## src/rtl/cordic_result_drain.sv

```systemverilog
// cordic_result_drain
// Reads DEPTH result words out of the shared single-port SRAM after the CORDIC
// engine finishes, and streams them in address order on a valid/ready port.
// A 2-entry output buffer plus one in-flight read absorbs the SRAM latency, so
// full throughput is kept with m_ready held high and nothing is lost under
// backpressure.
//
// Handshake: a word transfers on every rising edge where m_valid and m_ready
// are both 1. m_valid never depends on m_ready, and while m_valid=1 and
// m_ready=0 the presented m_data/m_last stay unchanged.
module cordic_result_drain #(
    parameter int DW    = 16,
    parameter int AW    = 5,
    parameter int DEPTH = 32
) (
    input  logic          clk,
    input  logic          rst_n,
    input  logic          start,
    output logic          busy,
    output logic          done,
    output logic          ce_n,
    output logic          we,
    output logic [AW-1:0] addr,
    input  logic [DW-1:0] rdata,
    output logic          m_valid,
    input  logic          m_ready,
    output logic [DW-1:0] m_data,
    output logic          m_last,
    output logic [1:0]    dbg_state
);

    localparam logic [1:0] S_IDLE  = 2'd0;
    localparam logic [1:0] S_FETCH = 2'd1;
    localparam logic [1:0] S_FLUSH = 2'd2;
    localparam logic [1:0] S_DONE  = 2'd3;

    // One extra bit so the counter can reach DEPTH even when DEPTH == 2**AW.
    localparam int             CW        = AW + 1;
    localparam logic [CW-1:0]  LAST_ADDR = CW'(DEPTH - 1);

    logic [1:0]          state;
    logic [1:0]          state_nx;
    logic [CW-1:0]       rd_cnt;
    logic [AW-1:0]       addr_q;
    logic                inflight;
    logic                inflight_last;
    logic [1:0][DW-1:0]  buf_data;
    logic [1:0]          buf_last;
    logic                wr_ptr;
    logic                rd_ptr;
    logic [1:0]          buf_count;
    logic                pop;
    logic                push;
    logic                issue;
    logic                issue_last;
    logic [2:0]          occ;

    assign m_valid = (buf_count != 2'd0);
    assign pop     = m_valid & m_ready;
    assign push    = inflight;

    // Words that will be held after this edge, before counting a new read.
    // pop implies buf_count >= 1, so this never underflows.
    assign occ        = {1'b0, buf_count} + {2'b00, inflight} - {2'b00, pop};
    assign issue      = (state == S_FETCH) && (occ < 3'd2);
    assign issue_last = issue && (rd_cnt == LAST_ADDR);

    assign ce_n      = ~issue;
    assign we        = 1'b0;
    assign addr      = issue ? rd_cnt[AW-1:0] : addr_q;
    assign busy      = (state == S_FETCH) || (state == S_FLUSH);
    assign done      = (state == S_DONE);
    assign m_data    = buf_data[rd_ptr];
    assign m_last    = m_valid & buf_last[rd_ptr];
    assign dbg_state = state;

    // Next-state selection for the drain sequencer.
    always_comb begin
        state_nx = state;
        case (state)
            S_IDLE:  if (start) state_nx = S_FETCH;
            S_FETCH: if (issue_last) state_nx = S_FLUSH;
            S_FLUSH: if (!inflight && (buf_count == 2'd0 || (buf_count == 2'd1 && pop)))
                         state_nx = S_DONE;
            S_DONE:  state_nx = S_IDLE;
            default: state_nx = S_IDLE;
        endcase
    end

    // State register, read counter, held address and in-flight tracking.
    always_ff @(posedge clk) begin
        if (!rst_n) begin
            state         <= S_IDLE;
            rd_cnt        <= '0;
            addr_q        <= '0;
            inflight      <= 1'b0;
            inflight_last <= 1'b0;
        end else begin
            state         <= state_nx;
            inflight      <= issue;
            inflight_last <= issue_last;
            if (state == S_DONE)
                rd_cnt <= '0;
            else if (issue)
                rd_cnt <= rd_cnt + 1'b1;
            if (issue)
                addr_q <= rd_cnt[AW-1:0];
        end
    end

    // Two-entry output FIFO fed by returning SRAM data.
    always_ff @(posedge clk) begin
        if (!rst_n) begin
            buf_data  <= '0;
            buf_last  <= '0;
            wr_ptr    <= 1'b0;
            rd_ptr    <= 1'b0;
            buf_count <= 2'd0;
        end else begin
            if (push) begin
                buf_data[wr_ptr] <= rdata;
                buf_last[wr_ptr] <= inflight_last;
                wr_ptr           <= ~wr_ptr;
            end
            if (pop)
                rd_ptr <= ~rd_ptr;
            buf_count <= buf_count + {1'b0, push} - {1'b0, pop};
        end
    end

    // A push into a full buffer without a matching pop would drop a word.
    always_ff @(posedge clk) begin
        if (rst_n && push && !pop)
            assert (buf_count != 2'd2);
    end

endmodule
```

## config.mk

```make
export PLATFORM = sky130hd
export DESIGN_NAME = cordic_result_drain
export DESIGN_NICKNAME = d
export VERILOG_FILES = /design/src/rtl/cordic_result_drain.sv
export SDC_FILE = /design/constraint.sdc
export NUM_CORES = 1
export LEC_CHECK = 0
export CORE_MARGIN = 2
export CORE_UTILIZATION = 52
export CTS_BUF_LIST = sky130_fd_sc_hd__clkbuf_2
export CTS_CLUSTER_DIAMETER = 120
export DETAILED_ROUTE_END_ITERATION = 10
export PLACE_DENSITY = 0.89
export REMOVE_ABC_BUFFERS = 1
export SLEW_MARGIN = 20
export SYNTH_ARGS = -nofsm -noshare
export SYNTH_HDL_FRONTEND = slang
export SYNTH_SLANG_ARGS = --single-unit
export TNS_END_PERCENT = 30
```

## constraint.sdc

```tcl
create_clock -name clk -period 5.7 [get_ports clk]
set_clock_uncertainty 0.2 [all_clocks]
set_input_delay 1.71 -clock clk [delete_from_list [all_inputs] [get_ports clk]]
set_output_delay 1.71 -clock clk [all_outputs]
set_load 0.005 [all_outputs]
```

* Yosys cells after proc, flatten, opt, wreduce, memory -nomap -nowiden *
Cells that the tools add are included.

operators by class
  add/subtract/negate cells = 5
  $lt $le $gt $ge = 4
  equality and inequality tests = 8
  mux-type cells = 15
  bitwise operators = 6
  reductions and logical operators = 13

operators by type and width
  cell                                                 count
  two-way mux 16 bit                                   3
  bitwise mux 32 bit                                   1
  demux 16 bit (select 1 bit)                          1
  case mux 2 bit (4 select lines)                      1
  adder 6 x 1 -> 6 bit (second input constant)         1
  == test 6 x 5 -> 1 bit (second input constant)       1
  two-way mux 2 bit                                    3
  logical AND 1 bit                                    5
  two-way mux 5 bit                                    1
  == test 2 x 1 -> 1 bit (second input constant)       2
  == test 2 bit (second input constant)                2
  zero test 2 bit                                      2
  < comparator 1 x 2 -> 1 bit (second input constant)  2
  != test 2 bit (second input constant)                2
  inverter 1 bit                                       4
  adder 2 x 1 -> 3 bit                                 1
  < comparator 3 x 2 -> 1 bit (second input constant)  1
  two-way mux 1 bit                                    3
  AND reduction 3 bit                                  1
  subtractor 3 x 1 -> 3 bit                            1
  adder 2 x 1 -> 2 bit                                 1
  AND 1 bit                                            2
  bitwise mux 2 bit                                    1
  logical OR 1 bit                                     2
  7 further kinds                                      7

storage, ports and cells
  flip-flop bits (word level) = 53
  bits of input ports = 20
  output and inout bits = 29
  logic and storage cells = 62

* Depth between registers and ports, before layout *
Gate-level depths: netlist of run 1.

  depth in word-level cells = 8
  mapped depth = 11
  depth with buffers taken out = 10

* Worst setup path after synthesis of run 1 *
Ideal clock, no wire load.

  path kind = input-to-output
  start point = input m_ready
  end point = output addr[0]
  arrival time = 3,486 ps
  required time = 3,790 ps
  slack = 304 ps
  stages on the path = 9
  path buffers = 1
  cell sequence = and2_1 > ha_1 > inv_1 > ha_1 > fa_1 > nor2b_1 > buf_6 > nand2_2 > mux2_2

on the way
  longest elaborated chain between the ends = 5

ends and longest elaborated chain
  element                      line  source
  start: declaration           26    input logic m_ready,
  AND 1 bit                    59    assign pop = m_valid & m_ready;
  subtractor 3 x 1 -> 3 bit    64    assign occ = {1'b0, buf_count} + {2'b00, inflight} - {2'b00, pop};
  named net occ[1]             56    logic [2:0] occ;
  < comparator 3 x 2 -> 1 bit  65    assign issue = (state == S_FETCH) && (occ < 3'd2);
  logical AND 1 bit            65
  two-way mux 5 bit            -
  end: declaration             23    output logic [AW-1:0] addr,

The timed path passes the listed nets, and every way through them passes these cells.

* Worst setup path after layout of run 1 *
  start point = input m_ready
  end point = output addr[3]

on the way
  longest elaborated chain between the ends = 5

ends and longest elaborated chain
  element                      line  source
  AND 1 bit                    59
  named net pop                52    logic pop;
  subtractor 3 x 1 -> 3 bit    64
  named net occ[1]             56
  < comparator 3 x 2 -> 1 bit  65
  logical AND 1 bit            65
  two-way mux 5 bit            -

The timed path passes the listed nets, and every way through them passes these cells.

==> results of run 1 <==
power groups by stage:
| stage | registers (µW) | logic, µW | clock network, µW |
|---|---|---|---|
| 2_1_floorplan | 463 | 223 | 0 |
| 3_3_place_gp | 475 | 394 | 0 |
| 3_5_place_dp | 476 | 404 | 0 |
| 4_1_cts | 469 | 488 | 188 |
| 5_1_grt | 477 | 537 | 201 |
| 6_report | 468 | 493 | 183 |
cell families (layout without fill, tap and decap cells):
group,count (synthesis),after routing,share of synthesized area [%]
AND/OR/NAND/NOR,108,108,20.7
flip-flops,53,53,46.4
AO/OA/AOI/OAI,40,40,8.98
multiplexers,24,24,11.7
buffers and inverters,23,74,4.32
adder cells (fa/ha/maj),8,8,4.71
XOR/XNOR,7,7,3.01
other,1,1,0.164
synth_stat cells (4+ instances only):
cell type  count
nand2_1       73
nand4_1        4
xor2_1         5
mux2_2        21
dfxtp_1       53
a21oi_1       37
and2_1        11
inv_1          7
clkbuf_1       8
ha_1           7
buf_1          4
nor2_1         8
area by class of cell:
| type | count | area [µm²] | share of cell area, % |
|---|---|---|---|
| timing repair buffer | 59 | 562 | 19.0 |
| tap | 52 | 65.1 | 2.20 |
| inverter | 8 | 30.0 | 1.02 |
| clock buffer | 5 | 25.0 | 0.847 |
| multi-input combinational | 188 | 1180 | 39.8 |
| sequential | 53 | 1060 | 35.9 |
| clock inverter | 2 | 35.0 | 1.19 |
critical path: cells and delay by family:
kind,cells,cell delay (ns)
adders and majority gates,3,0.86
buffers and inverters,4,0.40
muxes,1,0.30
and+or+nand+nor,3,0.42
repair_timing:
| action | CTS | global route |
|---|---|---|
| pin swaps | 3 | 1 |
| gates resized for setup | 41 | 0 |
| setup endpoints to repair | 6 | 1 |
| gates cloned | 0 | 0 |
| setup buffers | 6 | 0 |
layer usage:
layer	GRT usage, %	vias up
met5	0	-
met4	6.20	0
met3	5.92	6
met2	34.2	48
met1	23.9	854
li1	-	958
registers in the layout (all words and copies together) (netlist names):
signal,cells
addr_q,5
buf_count,2
buf_data,32
buf_last,2
dbg_state,2
inflight,1
inflight_last,1
rd_cnt,6
rd_ptr,1
wr_ptr,1
worst paths after layout:
| path | end | slack, ns |
|---|---|---|
| max reg2reg | dbg_state[0] | 2.47 |
| min reg2reg | buf_last[1] | 0.27 |
| min | buf_last[1] | 0.27 |
| max | addr[3] | 0.09 |
stage by stage:
stage	cells	area (µm²)	hold slack [ns]	setup WS [ns]
floorplan	249	2220	0.232	0.181
global placement	354	2800	0.239	-0.498
detailed placement	354	2800	0.243	-0.546
CTS	367	2960	0.269	0.0838
global route	367	2960	0.275	0.0289
finish	367	2960	0.266	0.0867
==> summary.md, run 1 <==
| Metric | Value |
|---|---|
| Routed vias/inst | `5.08` |
| Setup TNS | `0 ns` |
| Yosys reg bits | `53` |
| Congestion Overflow GR | `0` |
| Lkg Pwr | `0.00115 µW` |
| Hold_buf cts | `0` |
| Sequential share of power | `approximately 41%` |
| Comb power frac | `43.1%` |
| Ratio of cells with drive above 1 in the final layout | `17.8%` |
| F_max | `178 MHz` |
| CP Launch Point | `m_ready` |
| CTS Sinks | `53` |
| Setup crit start kind | `primary input` |
| Worst r2r path cells | `12` |
| Hold_sp | `inflight_last` |
| Area of the die | `between 4000 and 5000 µm²` |
| WHS Path Cells | `2` |
| HP Class | `reg2reg` |
| Fin util | `68.8%` |
| Post-route ant nets | `0` |
| Hold Vio Cnt, Final | `0` |
| Synth area leaders | `dfxtp_1 46%, nand2_1 12%, mux2_2 10%, a21oi_1 8.1%, ha_1 3.8%` |
| DIE WIDTH | `70.3 µm` |
| Switching share of power | `32.9%` |
| Port Buffers | `47` |
| GPL Wtd Cong | `0.811` |
| Psw | `377 µW` |
| DRC viols | `0` |
| Crit-path slowest cell | `fa_2` |
| NumNets Final | `343` |
| Post-synth cell types | `31` |
| Reg2reg start | `buf_count[1]` |
| Slew Viols, Final | `0` |
| Required @ worst endpoint | `between 3 and 4 ns` |
| Total Power | `1140 µW` |
| Commonest non-fill, non-tap cell in the layout | `nand2_1` |
| M1 wire length | `around 2100 µm` |
| Skew-Pair Late Insertion Delay | `0.43 ns` |
| Max incr delay on CP | `0.45 ns` |
| Async SR Flop Fraction | `0%` |
| Die Ht | `70.3 µm` |
| Fraction of the yosys area taken by sequential cells | `46.4%` |
| Met3 WL | `264 µm` |
| Worst-path cell chain | `buf_2, and2_4, ha_4, inv_1, ha_2, fa_2, nor2b_4, nand2_4, buf_6, mux2_4, buf_6` |
| CP endpoint kind | `primary output` |
| PwrDens | `387 nW/µm²` |
| Drt first pass iters | `5` |
| Most frequent cells in the layout | `73 x nand2_1, 53 x dfxtp_1, 40 x clkdlybuf4s50_1, 37 x a21oi_1, 16 x mux2_2` |
| Rel. slew slack | `42.8%` |
| Min Tclk post-route | `5.61 ns` |
| Via Count | `roughly 1900` |
| Max VDD drop | `0.282 mV` |
| EDFF count, synth | `0` |
| Area growth syn-to-layout | `29.3%` |
| Final Setup Violations | `0` |
| Clock share of power | `approximately 16%` |
| Max Used Layer | `met4` |
| H-Tree Depth | `2` |
| Kind of critical path | `in2out` |
| Ys Warns | `0` |
| CTS Buf Count | `5` |
| Final WL | `4780 µm` |
| Fillers | `~360` |
| Top-area cell type share of the netlist area | `between 40% and 50%` |
| CTS tree | `done` |
| Total GRT Usage | `19.9%` |
| # IOs | `49` |
| Row Count | `24` |
| Routed wl met2 | `2340 µm` |
| Post-DP HPWL | `3140 µm` |
| Initial Util | `53.2%` |
| Largest net degree at the start of global routing | `38` |
| Most frequent CP cell | `buf_6` |
| Antenna fix cells | `0` |
| Mapped Avg Cell Area | `8.66 µm²` |
| DR WL/cell | `13.0 µm` |
| Clk Tree Root Cell | `clkbuf_2` |
| Area of the core | `4290 µm²` |
| Total of max-cap violations | `0` |
| Setup repair after global routing missed its margin | `no` |
| Syn Std Cell Area | `between 2000 and 2500 µm²` |
| Mapped Cells | `264` |
| Leading area contributor after synthesis | `dfxtp_1` |
| Initial antenna violation count | `0` |
| Vias in the first global route | `approximately 1800` |
| Clk buf depth | `2` |
| Worst slew pin tran | `0.856 ns` |
| WP data arrival | `3.70 ns` |
| Iteration-0 DRC count of the detailed router | `205` |
| Final worst-path cycle share | `98.5%` |
| CP Max Fanout | `6` |
| Prevailing post-synth register cell | `dfxtp_1` |
| Status | `finished clean` |
| Clock slew at reported path FFs | `0.22 ns` |
| Design internal power | `767 µW` |
| First-pass GRT wire length | `7950 µm` |
Power figures use the tool's default switching activity.
==> run 2: changes to the inputs <==
--- a/config.mk
+++ b/config.mk
@@ -10,6 +10,7 @@
 export CTS_BUF_LIST = sky130_fd_sc_hd__clkbuf_2
 export CTS_CLUSTER_DIAMETER = 120
 export DETAILED_ROUTE_END_ITERATION = 10
+export HOLD_SLACK_MARGIN = 0.05
 export PLACE_DENSITY = 0.89
 export REMOVE_ABC_BUFFERS = 1
 export SLEW_MARGIN = 20
==> results of run 2 <==
No change in the layout: final DEF, timing and power equal those of run 1.
==> run 3: changes to the inputs <==
--- a/config.mk
+++ b/config.mk
@@ -6,12 +6,13 @@
 export NUM_CORES = 1
 export LEC_CHECK = 0
 export CORE_MARGIN = 2
-export CORE_UTILIZATION = 52
+export CORE_UTILIZATION = 63
 export CTS_BUF_LIST = sky130_fd_sc_hd__clkbuf_2
 export CTS_CLUSTER_DIAMETER = 120
 export DETAILED_ROUTE_END_ITERATION = 10
+export DONT_BUFFER_PORTS = 1
 export HOLD_SLACK_MARGIN = 0.05
-export PLACE_DENSITY = 0.89
+export PLACE_DENSITY = 0.87
 export REMOVE_ABC_BUFFERS = 1
 export SLEW_MARGIN = 20
 export SYNTH_ARGS = -nofsm -noshare
==> run 3 against run 2 <==
Clock power fell by 17%. Global-route usage increased by 2.4 points. Hold slack lost 0.015 ns. Power down 19%. Count of clock-buffer cells in the layout rose by 1. Final area decreased by 21%. Routed wire length down 10%. Sequential power about the same. Maximum frequency increased by 2.8%. Die area is 17% lower.
==> summary.md, run 3 (same netlist as run 1, synthesis figures left out) <==
| Metric | Value |
|---|---|
| Status | `finished clean` |
| Required @ worst endpoint | `3.79 ns` |
| NumNets Final | `approximately 290` |
| Routed vias/inst | `5.38` |
| Layout Cells excl Fill | `307` |
| Slew Viols, Final | `0` |
| CP endpoint kind | `primary output` |
| Area of the core | `3420 µm²` |
| Commonest non-fill, non-tap cell in the layout | `nand2_1` |
| Most frequent CP cell | `ha_1` |
| Placed Area | `2300 µm²` |
| Final Cell Area | `2350 µm²` |
| Total GRT Usage | `22.3%` |
| DIE WIDTH | `64.2 µm` |
| Setup TNS | `0 ns` |
| Lkg Pwr | `0.000897 µW` |
| # placed instances | `299` |
| PwrDens | `roughly 400 nW/µm²` |
| Max incr delay on CP | `0.45 ns` |
| Antenna fix cells | `0` |
| Skew-Pair Late Insertion Delay | `0.44 ns` |
| Final Setup Violations | `0` |
| Rel. slew slack | `40.5%` |
| Crit-path slowest cell | `fa_1` |
| DR WL/cell | `between 10 and 15 µm` |
| Critical path's top delay family | `adder cells` |
| Clock slew at reported path FFs | `0.27 ns` |
| Initial antenna violation count | `0` |
| First-pass GRT wire length | `7260 µm` |
| Row Count | `21` |
| DRC viols | `0` |
| Via Count | `1652` |
| WP data arrival | `3.55 ns` |
| Area growth syn-to-layout | `2.74%` |
| CP Max Fanout | `9` |
| Initial Util | `66.9%` |
| Max FFs per register | `32` |
| Ratio of cells with drive above 1 in the final layout | `14.9%` |
| HP Class | `reg2reg` |
| Port Buffers | `0` |
| Final worst-path cycle share | `95.8%` |
| CTS Buf Count | `5` |
| F_max | `183 MHz` |
| Die Ht | `64.2 µm` |
| Biggest register | `buf_data` |
| Hold_buf cts | `0` |
| Worst-path cell chain | `and2_1, ha_1, inv_1, ha_1, fa_1, nor2b_1, nand2_2, mux2_2` |
| Area of the die | `4130 µm²` |
| Cts repair resizes | `0` |
| Clk buf depth | `2` |
| Top Registers | `buf_data x32, rd_cnt x6, addr_q x5` |
| Total of max-cap violations | `0` |
| Final WL | `about 4300 µm` |
| Largest net degree at the start of global routing | `38` |
| Post-route ant nets | `0` |
| Setup repair bufs after CTS | `0` |
| Congestion Overflow GR | `0` |
| CTS tree | `done` |
| Kind of critical path | `in2out` |
| Total Power | `921 µW` |
| Post-DP HPWL | `2870 µm` |
| # IOs | `49` |
| Hold Vio Cnt, Final | `0` |
| Drt first pass iters | `4` |
| Most frequent cells in the layout | `73 x nand2_1, 53 x dfxtp_1, 37 x a21oi_1, 21 x mux2_2, 11 x and2_1` |
| Vias in the first global route | `1709` |
| CTS Sinks | `53` |
| GPL Wtd Cong | `0.747` |
| Worst slew pin tran | `slightly below 0.9 ns` |
| Number of buffers and inverters on the critical path | `1` |
| Clk Tree Root Cell | `clkbuf_2` |
| Setup repair after global routing missed its margin | `no` |
| Max VDD drop | `just under 0.3 mV` |
| Iteration-0 DRC count of the detailed router | `143` |
| H-Tree Depth | `2` |
| Setup crit start kind | `primary input` |
| Min Tclk post-route | `5.46 ns` |
[run 3: power by group]
group / leakage, µW / internal [µW] / switching [µW]
Clock: 0.0000334 / 33.2 / 118
Combinational: 0.000435 / 136 / 164
Sequential: 0.000429 / 417 / 53.1
Total: 0.000897 / 586 / 335
[run 3: metrics by stage]
| stage | hold slack, ns | worst slack (ns) | util, % |
|---|---|---|---|
| floorplan | 0.232 | 0.181 | - |
| global placement | 0.238 | 0.304 | 67.5 |
| detailed placement | 0.245 | 0.246 | 67.5 |
| CTS | 0.265 | 0.234 | 68.8 |
| global route | 0.284 | 0.139 | 68.8 |
| finish | 0.252 | 0.240 | 68.8 |
[run 3: worst reg2reg max path, cell delays in order (launching register included)]
cell	delay, ns
dfxtp_1	0.41
or2_2	0.33
and2_1	0.20
ha_1	0.28
inv_1	0.04
ha_1	0.18
fa_1	0.45
nor2b_1	0.21
buf_4	0.18
nand4_1	0.09
a222oi_1	0.42
mux2i_1	0.23
[run 3: layout make-up]
type	count	area, µm²
multi-input combinational	188	1130
fill	286	1070
sequential	53	1060
tap	46	57.6
clock buffer	6	30.0
timing repair buffer	4	30.0
inverter	8	30.0
clock inverter	2	13.8
[run 3: worst paths after layout]
kind | cells past startpoint | slack (ns) | start | to
setup / recovery | 8 | 0.24 | m_ready | addr[3]
hold reg to reg | 2 | 0.25 | inflight_last | buf_last[1]
hold / removal | 2 | 0.25 | inflight_last | buf_last[1]
setup reg to reg | 11 | 2.44 | buf_count[1] | dbg_state[1]
[run 3: routing by layer]
| metal | vias up | routed length (µm) | GRT usage, % |
|---|---|---|---|
| met4 | 0 | 48 | 5.59 |
| met3 | 4 | 299 | 7.75 |
| met5 | - | 0 | 0 |
| met1 | 759 | 1820 | 23.2 |
| met2 | 46 | 2120 | 42.3 |
| li1 | 843 | - | - |
